--- config.mk ---
export PLATFORM = sky130hd
export DESIGN_NAME = fcvt_int_to_fp
export DESIGN_NICKNAME = d
export VERILOG_FILES = /design/src/rtl/fcvt_int_to_fp.sv
export SDC_FILE = /design/constraint.sdc
export NUM_CORES = 1
export LEC_CHECK = 0
export ABC_AREA = 1
export CAP_MARGIN = 30
export CORE_MARGIN = 2
export CORE_UTILIZATION = 25
export DETAILED_ROUTE_END_ITERATION = 6
export RECOVER_POWER = 100
export SYNTH_ARGS = -nofsm -noshare
export SYNTH_HDL_FRONTEND = slang
export SYNTH_SLANG_ARGS = --single-unit
--- constraint.sdc ---
create_clock -name clk -period 5 [get_ports clk]
set_input_delay 0.75 -clock clk [delete_from_list [all_inputs] [get_ports clk]]
set_output_delay 0.75 -clock clk [all_outputs]
set_load 0.1 [all_outputs]
--- src/rtl/fcvt_int_to_fp.sv ---
// Two-stage int32/uint32 to IEEE-754 binary32 converter with five rounding modes.
// Stage 1 takes the magnitude and leading-zero count; stage 2 normalizes, rounds and packs.
module fcvt_int_to_fp (
    input  logic        clk,
    input  logic        rst,
    input  logic        stall,
    input  logic        valid_in,
    input  logic [31:0] src,
    input  logic        is_unsigned,
    input  logic [2:0]  round_mode,
    output logic        valid_out,
    output logic [31:0] result,
    output logic [4:0]  fflags
);

    localparam logic [2:0] RM_RNE = 3'b000;
    localparam logic [2:0] RM_RTZ = 3'b001;
    localparam logic [2:0] RM_RDN = 3'b010;
    localparam logic [2:0] RM_RUP = 3'b011;
    localparam logic [2:0] RM_RMM = 3'b100;

    function automatic logic [4:0] clz32(input logic [31:0] v);
        logic [4:0] n;
        logic       found;
        n     = 5'd0;
        found = 1'b0;
        for (int i = 31; i >= 0; i--) begin
            if (!found) begin
                if (v[i]) begin
                    found = 1'b1;
                end else begin
                    n = n + 5'd1;
                end
            end else begin
                found = 1'b1;
            end
        end
        return n;
    endfunction

    logic        s1_valid_q, s1_valid_d;
    logic        s1_sign_q,  s1_sign_d;
    logic [31:0] s1_mag_q,   s1_mag_d;
    logic [4:0]  s1_lz_q,    s1_lz_d;
    logic        s1_zero_q,  s1_zero_d;
    logic [2:0]  s1_rm_q,    s1_rm_d;

    logic        valid_out_q, valid_out_d;
    logic [31:0] result_q,    result_d;
    logic [4:0]  fflags_q,    fflags_d;

    logic        in_sign_s;
    logic [31:0] in_mag_s;
    logic [31:0] norm_s;
    logic [23:0] sig_s;
    logic        guard_s;
    logic        sticky_s;
    logic        inc_s;
    logic [24:0] sig_rnd_s;
    logic [7:0]  exp_s;
    logic [22:0] frac_s;

    // Stage 1: sign, magnitude (0x80000000 negates to itself), leading-zero count; hold on stall.
    always_comb begin
        in_sign_s  = src[31] & ~is_unsigned;
        in_mag_s   = in_sign_s ? (~src + 32'd1) : src;
        s1_valid_d = s1_valid_q;
        s1_sign_d  = s1_sign_q;
        s1_mag_d   = s1_mag_q;
        s1_lz_d    = s1_lz_q;
        s1_zero_d  = s1_zero_q;
        s1_rm_d    = s1_rm_q;
        if (!stall) begin
            s1_valid_d = valid_in;
            s1_sign_d  = in_sign_s;
            s1_mag_d   = in_mag_s;
            s1_lz_d    = clz32(in_mag_s);
            s1_zero_d  = (in_mag_s == 32'd0);
            s1_rm_d    = round_mode;
        end else begin
            s1_valid_d = s1_valid_q;
        end
    end

    // Stage 2: normalize, round, pack; a zero magnitude bypasses to +0.0 with no flags.
    always_comb begin
        norm_s   = s1_mag_q << s1_lz_q;
        sig_s    = norm_s[31:8];
        guard_s  = norm_s[7];
        sticky_s = |norm_s[6:0];
        case (s1_rm_q)
            RM_RNE:  inc_s = guard_s & (sticky_s | sig_s[0]);
            RM_RTZ:  inc_s = 1'b0;
            RM_RDN:  inc_s = s1_sign_q & (guard_s | sticky_s);
            RM_RUP:  inc_s = ~s1_sign_q & (guard_s | sticky_s);
            RM_RMM:  inc_s = guard_s;
            default: inc_s = guard_s & (sticky_s | sig_s[0]);
        endcase
        sig_rnd_s = {1'b0, sig_s} + {24'd0, inc_s};
        exp_s     = 8'd158 - {3'b000, s1_lz_q};
        if (sig_rnd_s[24]) begin
            exp_s  = exp_s + 8'd1;
            frac_s = 23'd0;
        end else begin
            frac_s = sig_rnd_s[22:0];
        end

        valid_out_d = valid_out_q;
        result_d    = result_q;
        fflags_d    = fflags_q;
        if (!stall) begin
            valid_out_d = s1_valid_q;
            if (s1_zero_q) begin
                result_d = 32'd0;
                fflags_d = 5'd0;
            end else begin
                result_d = {s1_sign_q, exp_s, frac_s};
                fflags_d = {4'b0000, guard_s | sticky_s};
            end
        end else begin
            valid_out_d = valid_out_q;
        end
    end

    // Pipeline registers; reset clears both valid bits and the visible outputs.
    always_ff @(posedge clk or negedge rst) begin
        if (!rst) begin
            s1_valid_q  <= 1'b0;
            s1_sign_q   <= 1'b0;
            s1_mag_q    <= 32'd0;
            s1_lz_q     <= 5'd0;
            s1_zero_q   <= 1'b0;
            s1_rm_q     <= 3'd0;
            valid_out_q <= 1'b0;
            result_q    <= 32'd0;
            fflags_q    <= 5'd0;
        end else begin
            s1_valid_q  <= s1_valid_d;
            s1_sign_q   <= s1_sign_d;
            s1_mag_q    <= s1_mag_d;
            s1_lz_q     <= s1_lz_d;
            s1_zero_q   <= s1_zero_d;
            s1_rm_q     <= s1_rm_d;
            valid_out_q <= valid_out_d;
            result_q    <= result_d;
            fflags_q    <= fflags_d;
        end
    end

    assign valid_out = valid_out_q;
    assign result    = result_q;
    assign fflags    = fflags_q;

endmodule

### Word level (Yosys, flattened, before mapping)

Index checks and enable logic that the tools add are counted.

| word-level totals | value |
|---|---|
| bits in registers | 81 |
| input bits | 40 |

| cells by class | value |
|---|---|
| add/sub/neg operators | 35 |
| equality and inequality tests | 4 |
| shift operators | 1 |
| mux-type cells | 192 |
| bitwise gates (word level) | 9 |
| reduce and logical (&&, ||, !) cells | 2 |

Operators by type and width:

| cell | number |
|---|---|
| $mux 5 | 93 |
| $add 5x1->5 const B | 31 |
| $mux 1 | 94 |
| $mux 32 | 2 |
| $add 32x1->32 const B | 1 |
| $logic_not 32->1 | 1 |
| $not 32->32 | 1 |
| $shl 32x5->32 | 1 |
| $add 24x1->25 | 1 |
| $mux 23 | 1 |
| $add 8x1->8 const B | 1 |
| $mux 8 | 1 |
| $sub 8x5->8 const A | 1 |
| $reduce_or 7->1 | 1 |
| $eq 3x2->1 const B | 2 |
| $and 1x1->1 | 4 |
| $pmux 1 s4 | 1 |
| $eq 3x1->1 const B | 1 |
| $eq 3x3->1 const B | 1 |
| $not 1->1 | 2 |
| $or 1x1->1 | 2 |

### Longest topological paths before layout

Gate-level depths: netlist of the first run.

| logic depth | value |
|---|---|
| depth in word-level cells | 128 |
| gate-level depth with buffers | 111 |

### Worst setup path after synthesis of the first run

No wires, ideal clock.

| path | value |
|---|---|
| path kind | input port to flip-flop |
| start | input port src[1] |
| end | register s1_lz_q[4] |
| setup time | 117 ps |
| arrival time | 13375 ps |
| required time | 4883 ps |
| setup slack | -8493 ps |
| stages | 102 |
| path buffers | 0 |
| cell sequence | nor2_1 > nand2_1 > nor2_2 > nand2_1 > nor2_1 > nor2_1 > nor2_2 > nor2_4 > a21oi_1 > ha_1 > inv_1 > nand2_1 > o21ai_0 > inv_1 > ha_1 > inv_1 > a31oi_1 > nand2_1 > [... 66 more ...] > o21ai_0 > nand2_1 > nand3_1 > nand2_1 > ha_1 > or2_2 > nand2_1 > inv_1 > ha_1 > nand2_1 > nand2_1 > ha_1 > nand2_1 > inv_1 > nand4_1 > nand3_1 > nand3_1 > nand2_1 |

| between the ends | value |
|---|---|
| longest elaborated chain between the ends | 128 |
| elaborated cells between the ends (all ways) | 220 |
| classes of those cells | 32 x add/sub; 187 x mux; 1 x bitwise |

RTL lines:

| item | RTL line | source |
|---|---|---|
| start, declared | 8 | `input logic [31:0] src,` |
| $not 32->32 | 66 | `in_mag_s = in_sign_s ? (~src + 32'd1) : src;` |
| $add 32x1->32 | 66 |  |
| $mux 32 * | 66 |  |
| $mux 1 | 29 | `if (v[i]) begin` |
| $mux 5 | 73 | `if (!stall) begin` |
| $add 5x1->5 | 32 | `n = n + 5'd1;` |
| $mux 5 | 29 |  |
| $mux 5 | 28 | `if (!found) begin` |
| [... 112 more ...] | n/a |  |
| $mux 5 | 73 |  |
| $add 5x1->5 | 32 |  |
| $mux 5 | 29 |  |
| $mux 5 | 28 |  |
| $mux 5 | 73 |  |
| $add 5x1->5 | 32 |  |
| $mux 5 | 29 |  |
| $mux 5 * | 28 |  |
| end signal, assigned | 141 | `s1_lz_q <= s1_lz_d;` |
| end, declared | 44 | `logic [4:0] s1_lz_q, s1_lz_d;` |

Mark *: on every way between the ends. The rest lies on a longest branch, timed or not. The select of a mux whose other input is x is not followed.
A chain may end at the register's enable or synchronous reset.

### Worst setup path in the final report of the first run

| path | value |
|---|---|
| start | input port src[2] |
| end | register s1_lz_q[4] |

The elaborated chain is that of the path after synthesis.

==> results of run 1 <==
-- cell usage after synthesis, types with 13 or more instances --
library cell	n
nand4_1	23
xor2_1	35
clkbuf_1	31
mux2i_1	27
nand2_1	474
o21ai_0	159
nor2_1	145
nor3_1	22
nand3_1	130
nor2_4	15
a21oi_1	20
inv_1	234
ha_1	33
xnor2_1	19
dfrtp_1	77
or2_2	13
-- power groups by stage --
| stage | Clock, uW | Sequential [uW] | Combinational (uW) |
|---|---|---|---|
| 2_1_floorplan | 0 | 1290 | 905 |
| 3_5_place_dp | 0 | 804 | 2070 |
| 4_1_cts | 656 | 793 | 2150 |
| 6_report | 642 | 790 | 2270 |
| 3_3_place_gp | 0 | 800 | 2040 |
| 5_1_grt | 682 | 802 | 2480 |
-- worst max-delay path: cells and delay by family --
| kind | cells | cell delay (ns) |
|---|---|---|
| AOI/OAI and AO/OA | 16 | 1.95 |
| and+or+nand+nor | 51 | 4.62 |
| adders and majority gates | 15 | 3.72 |
| xor gates and xnor gates | 3 | 0.45 |
| buffers and inverters | 22 | 1.69 |
-- worst paths after layout --
| check | end | slack, ns | cells past startpoint |
|---|---|---|---|
| min in group asynchronous | result[23] | 0.76 | 1 |
| max in group asynchronous | s1_lz_q[0] | 0.95 | 2 |
| worst min-delay path | valid_out | 0.47 | 2 |
| worst min register to register | valid_out | 0.47 | 2 |
| worst max-delay path | s1_lz_q[4] | -7.97 | 107 |
| worst max register to register | result[26] | 0.48 | 31 |
-- what timing repair did --
item | CTS | global route
hold buffers | 0 | 0
gates resized for setup | 136 | 157
endpoints found under the setup margin | 6 | 34
pin swaps | 102 | 154
setup buffers | 45 | 43
-- sequential cells by signal, summed over array words and instances (netlist names) --
| name | cells |
|---|---|
| fflags | 1 |
| s1_sign_q | 1 |
| s1_zero_q | 1 |
| result | 32 |
| s1_rm_q | 3 |
| s1_mag_q | 32 |
| s1_valid_q | 1 |
| valid_out | 1 |
| s1_lz_q | 5 |
-- final cells by class --
| cell class | count | area [sq um] | area share [%] |
|---|---|---|---|
| flip-flops and latches | 77 | 1930 | 13.4 |
| inverters | 255 | 1030 | 7.16 |
| multi-input cells | 1208 | 7050 | 48.9 |
| well taps | 511 | 639 | 4.43 |
| repair buffers | 451 | 3490 | 24.2 |
| clock inverters | 7 | 66.3 | 0.459 |
| clock buffers | 9 | 225 | 1.56 |
-- logic make-up (layout without fill, tap and decap cells) --
kind of cell	after synthesis	count (layout)	share of synthesized area (%)
flip-flops	77	77	20.3
adder cells (fa/ha/maj)	33	33	4.34
AO/OA/AOI/OAI	221	221	12.8
XOR/XNOR	54	54	4.97
other	1	4	0.0394
AND/OR/NAND/NOR	869	869	41.7
buffers and inverters	303	722	13.1
multiplexers	27	27	2.84
-- per-layer routing --
layer	routed length, um	part of all wire [%]	vias up	global-route usage, %
met2	14900	49	158	27.4
met5	0	0	-	0
met4	639	2.1	0	4.17
met3	1030	3.4	40	2.17
met1	13700	45	5036	18.5
li1	-	-	5867	-
-- per-stage QoR --
step | power, uW | util [%] | instances
2_1_floorplan | 2200 | - | 1588
3_5_place_dp | 2870 | 34.6 | 2416
3_3_place_gp | 2840 | 34.5 | 2415
5_1_grt | 3960 | 38.4 | 2518
6_report | 3700 | 38.4 | 2518
4_1_cts | 3600 | 36.9 | 2476
-- placed cells by master (no fill, tap or decap), drive strengths merged, types with 19 or more instances in the layout --
master	instances
inv	255
ha	33
clkdlybuf4s50	38
mux2i	27
a21oi	20
o21ai	167
dfrtp	77
xor2	35
nor3	22
nor2	175
clkbuf	29
nand3	134
nand4	24
xnor2	19
nand2	488
buf	390
==> impl_metrics.py, run 1 <==
metrics = {
    "sta": {
        "drv_slew": 50,
        "max_slew_margin_pct": -71.8,
        "timing.final.crit_share_pct": 259,
        "fin_crit_ns": 12.97,
        "worst_hold_slack_ns": 0.467,
        "hold_viol": 0,
        "skew_ns": 0.00834,
        "fmax_mhz": 77.1,
        "tns_ns": -35.25,
        "worstMarginPinSlew_ns": 2.58,
        "finalSetupViolCount": 6,
        "rsz0062_at_grt": "true",
        "worst_slack_ns": -7.97,
    },
    "placement": {
        "port_buffers": 73,
        "post_dp_cell_area_sq_um": 13000,
        "gp_congestion": 0.906,
        "dp_hpwl_mm": 23.8,
        "place_ws_ns": -9.32,
    },
    "cells_and_area": {
        "syn2layout_area_growth_pct": 51.8,
        "final_cell_area_sq_um": 14400,
        "drive_above_1_share_pct": 32.8,
        "n_fill_cell": 3901,
        "fin_nets": 2075,
        "antennaDiodeCount": 0,
    },
    "yosys": {
        "synth_warnings": 0,
        "synth_area_sq_um": 9510,
        "avgSynthCellArea_sq_um": 6.00,
        "synthCells": 1585,
        "synthTopCellsByArea": "dfrtp_1, nand2_1, inv_1",
        "ys.flop_type": "dfrtp_1",
        "netlist.top_cell.by_area": "dfrtp_1",
        "async_reset_ff_share_pct": 100,
        "ys_seq_area_share_pct": 20.3,
        "synth_edf_count": 0,
        "synth_top_area_share_pct": 20.3,
        "ys_ff_latch": 77,
        "ys_types": 50,
    },
    "die": {
        "core_sq_um": 37600,
        "rows": 71,
        "dieArea_sq_um": 39600,
        "start_util_pct": 25.3,
        "io_pins": 78,
        "die_y_um": 199,
        "fp.dieW_um": 199,
    },
    "critical_path": {
        "crit_start": "src[2]",
        "endpoint_kind": "register",
        "slowest_delay_ns": 0.31,
        "critPathSlowestCell": "ha_1",
        "worstSetupPathType": "input port to register",
        "crit_top_cell": "nand2_2",
        "arrival_ns": 13.20,
        "worst_ep_required_time_ns": 5.23,
        "crit_fanout": 3,
        "r2r-start": "s1_lz_q[0]",
        "critical_path.startpoint_type": "input port",
    },
    "power_and_ir_drop": {
        "p_leak_uw": 0.00761,
        "p_clk_share_pct": 17.3,
        "p_sw_share_pct": 48.3,
        "power_frac_comb_pct": 61.3,
        "pwr_density_cell_nw_per_um2": 256,
        "netSwitchingPower_uw": 1790,
        "ir_drop_uv": 157,
        "seq_power_share_pct": 21.4,
        "internal-power_uw": 1910,
    },
    "clock_network": {
        "clock_sinks": 77,
        "tritoncts": "done",
        "h-tree-depth": 3,
        "cts_buffer_depth": 2,
        "clk_latency_ns": 0.34,
        "cts-root-buf": "clkbuf_16",
        "cts_buffers": 9,
        "clk_pin_slew_ns": 0.06,
    },
    "detailed_routing": {
        "ant_nets": 0,
        "route.detailed.drc": 0,
        "via_count": 11100,
        "drtPass1Iterations": 5,
        "detail_route.wl_per_cell_um": 12.0,
        "drt_wl_total_mm": 30.3,
        "via_per_inst": 4.41,
        "drt_iter0_markers": 508,
    },
    "global_routing": {
        "gr-total-overflow": 0,
        "grt_pass1_wl_mm": 50.0,
        "grt_usage_pct": 15.1,
        "grt_antenna_before_repair": 0,
        "grt_max_degree": 78,
        "grt_pass1_vias": 10900,
    },
    "run_status": {
        "status": "finished, violations left",
        "violations": "max-capacitance violations, max-slew violations, negative setup slack",
    },
    "flow_run": {
        "maxCapViolations": 1,
    },
    "hold_path": {
        "hp-start": "s1_valid_q",
        "min_path_type": "register to register",
    },
}
Note: power is estimated with default switching activity, not from simulation.
==> run 2: changes to the inputs <==
--- a/config.mk
+++ b/config.mk
@@ -7,7 +7,7 @@
 export LEC_CHECK = 0
 export ABC_AREA = 1
 export CAP_MARGIN = 30
-export CORE_MARGIN = 2
+export CORE_MARGIN = 3
 export CORE_UTILIZATION = 25
 export DETAILED_ROUTE_END_ITERATION = 6
 export RECOVER_POWER = 100
==> impl_metrics.py, run 2 (synthesis gave the netlist of run 1 again) <==
metrics = {
    "detailed_routing": {
        "drtPass1Iterations": 5,
        "via_count": 11000,
        "drt_iter0_markers": 515,
        "drt_wl_total_mm": 29.7,
        "route.detailed.drc": 0,
        "detail_route.wl_per_cell_um": 12.0,
        "via_per_inst": 4.42,
        "ant_nets": 0,
    },
    "global_routing": {
        "grtUsageMet1_pct": 17.8,
        "grt_pass1_vias": 10600,
        "met2_usage_pct": 26.0,
        "gr-total-overflow": 0,
        "busiest_layer": "met2",
        "grt_pass1_wl_mm": 49.1,
        "grt_antenna_before_repair": 0,
        "met3_usage_pct": 1.75,
        "grt_max_degree": 78,
        "grt_usage_pct": 14.1,
    },
    "critical_path": {
        "worst_ep_required_time_ns": 5.23,
        "slowest_delay_ns": 0.32,
        "r2r_end": "result[27]",
        "crit_fanout": 4,
        "arrival_ns": 13.15,
        "endpoint_kind": "register",
        "crit_start": "src[1]",
        "r2r-start": "s1_lz_q[0]",
        "critical_path.startpoint_type": "input port",
        "crit_top_cell": "nand2_1",
        "rr_worst_depth": 29,
        "reg2reg_slack_ns": -0.08,
        "critPathSlowestCell": "ha_1",
        "worstSetupPathType": "input port to register",
        "endpoint": "s1_lz_q[3]",
    },
    "run_status": {
        "status": "finished, violations left",
        "violations": "max-capacitance violations, max-slew violations, negative setup slack",
    },
    "cells_and_area": {
        "antennaDiodeCount": 0,
        "final_core_util_pct": 38.2,
        "n_fill_cell": 3899,
        "final_common_cell": "nand2_1",
        "multi_input_area_sq_um": 7000,
        "syn2layout_area_growth_pct": 49.0,
        "drive_above_1_share_pct": 30.2,
        "mostFrequentLayoutCells": "nand2_1, buf_4, inv_1, o21ai_0, nand3_1",
        "ff_latch_area_sq_um": 1930,
        "final_cell_area_sq_um": 14200,
        "fin_nets": 2046,
    },
    "sta": {
        "worstMarginPinSlew_ns": 2.96,
        "hold_viol": 0,
        "worst_slack_ns": -7.92,
        "rsz0062_at_grt": "true",
        "drv_slew": 58,
        "skew_ns": 0.00905,
        "fmax_mhz": 77.4,
        "max_slew_margin_pct": -97.6,
        "finalSetupViolCount": 9,
        "timing.final.crit_share_pct": 258,
        "fin_crit_ns": 12.92,
    },
    "die": {
        "die_y_um": 201,
        "core_sq_um": 37000,
        "io_pins": 78,
        "start_util_pct": 25.7,
        "dieArea_sq_um": 40400,
        "rows": 70,
        "fp.dieW_um": 201,
    },
    "power_and_ir_drop": {
        "finalPower_uw": 3710,
        "pwr_density_cell_nw_per_um2": 262,
        "ir_drop_uv": 177,
        "p_leak_uw": 0.00746,
    },
    "clock_network": {
        "cts_buffer_depth": 2,
        "clk_latency_ns": 0.34,
        "clock_sinks": 77,
        "clk_pin_slew_ns": 0.06,
        "tritoncts": "done",
        "cts_buffers": 9,
        "cts-root-buf": "clkbuf_16",
        "cts_hold_buf": 0,
        "h-tree-depth": 3,
    },
    "placement": {
        "dp_hpwl_mm": 23.7,
        "port_buffers": 73,
        "post_dp_cell_area_sq_um": 13000,
        "gp_congestion": 0.887,
    },
    "hold_path": {
        "min_path_type": "register to register",
        "hp-start": "s1_valid_q",
    },
    "flow_run": {
        "maxCapViolations": 1,
    },
}
## run 2: where the power goes
| part | switching [uW] | total (uW) | internal [uW] |
|---|---|---|---|
| logic | 1450 | 2180 | 734 |
| clock network | 259 | 747 | 488 |
| registers | 56.8 | 787 | 730 |
| total | 1760 | 3710 | 1950 |
## run 2: worst max-delay path: cells and delay by family
kind,cells,cell delay [ns]
adder cells (fa/ha/maj),14,3.48
AND/OR/NAND/NOR,54,5.21
XOR/XNOR,3,0.46
buffers and inverters,19,1.20
AO/OA/AOI/OAI,16,1.97
## run 2: stage by stage
stage	worst slack, ns	std cells	hold slack (ns)	setup TNS, ns
after floorplan	-7.63	1588	0.442	-31.28
final	-7.92	2482	0.469	-35.98
after detailed placement	-9.35	2408	0.465	-42.39
after CTS	-8.02	2467	0.474	-36.01
after global placement	-8.96	2408	0.451	-40.74
after global routing	-8.82	2482	0.490	-58.72
## run 2: worst min-delay path by stage
| stage | end | slack (ns) | depth (start not counted) |
|---|---|---|---|
| final | valid_out | 0.47 | 2 |
| after global routing | valid_out | 0.49 | 2 |
| after CTS | valid_out | 0.47 | 2 |
| after detailed placement | valid_out | 0.47 | 2 |
| after global placement | valid_out | 0.45 | 2 |
| after floorplan | valid_out | 0.44 | 2 |
## run 2: timing repair
item / 4_1_cts / 5_1_grt
pin swaps: 101 / 117
hold endpoints to repair: 0 / 0
setup endpoints to repair: 6 / 34
buffers inserted: 44 / 16
gates resized for setup: 124 / 153
## run 2: per-layer routing
layer	vias to the layer above	part of all wire [%]
li1	5831	-
met1	4946	45
met2	159	50
met3	29	3.2
met4	0	1.6
met5	-	0
## run 2: area by class of cell
type	count	share of cell area [%]
multi-input combinational	1208	49.4
timing repair buffer	422	22.9
sequential	77	13.6
inverter	255	7.28
tap	504	4.45
clock buffer	10	1.62
clock inverter	6	0.786
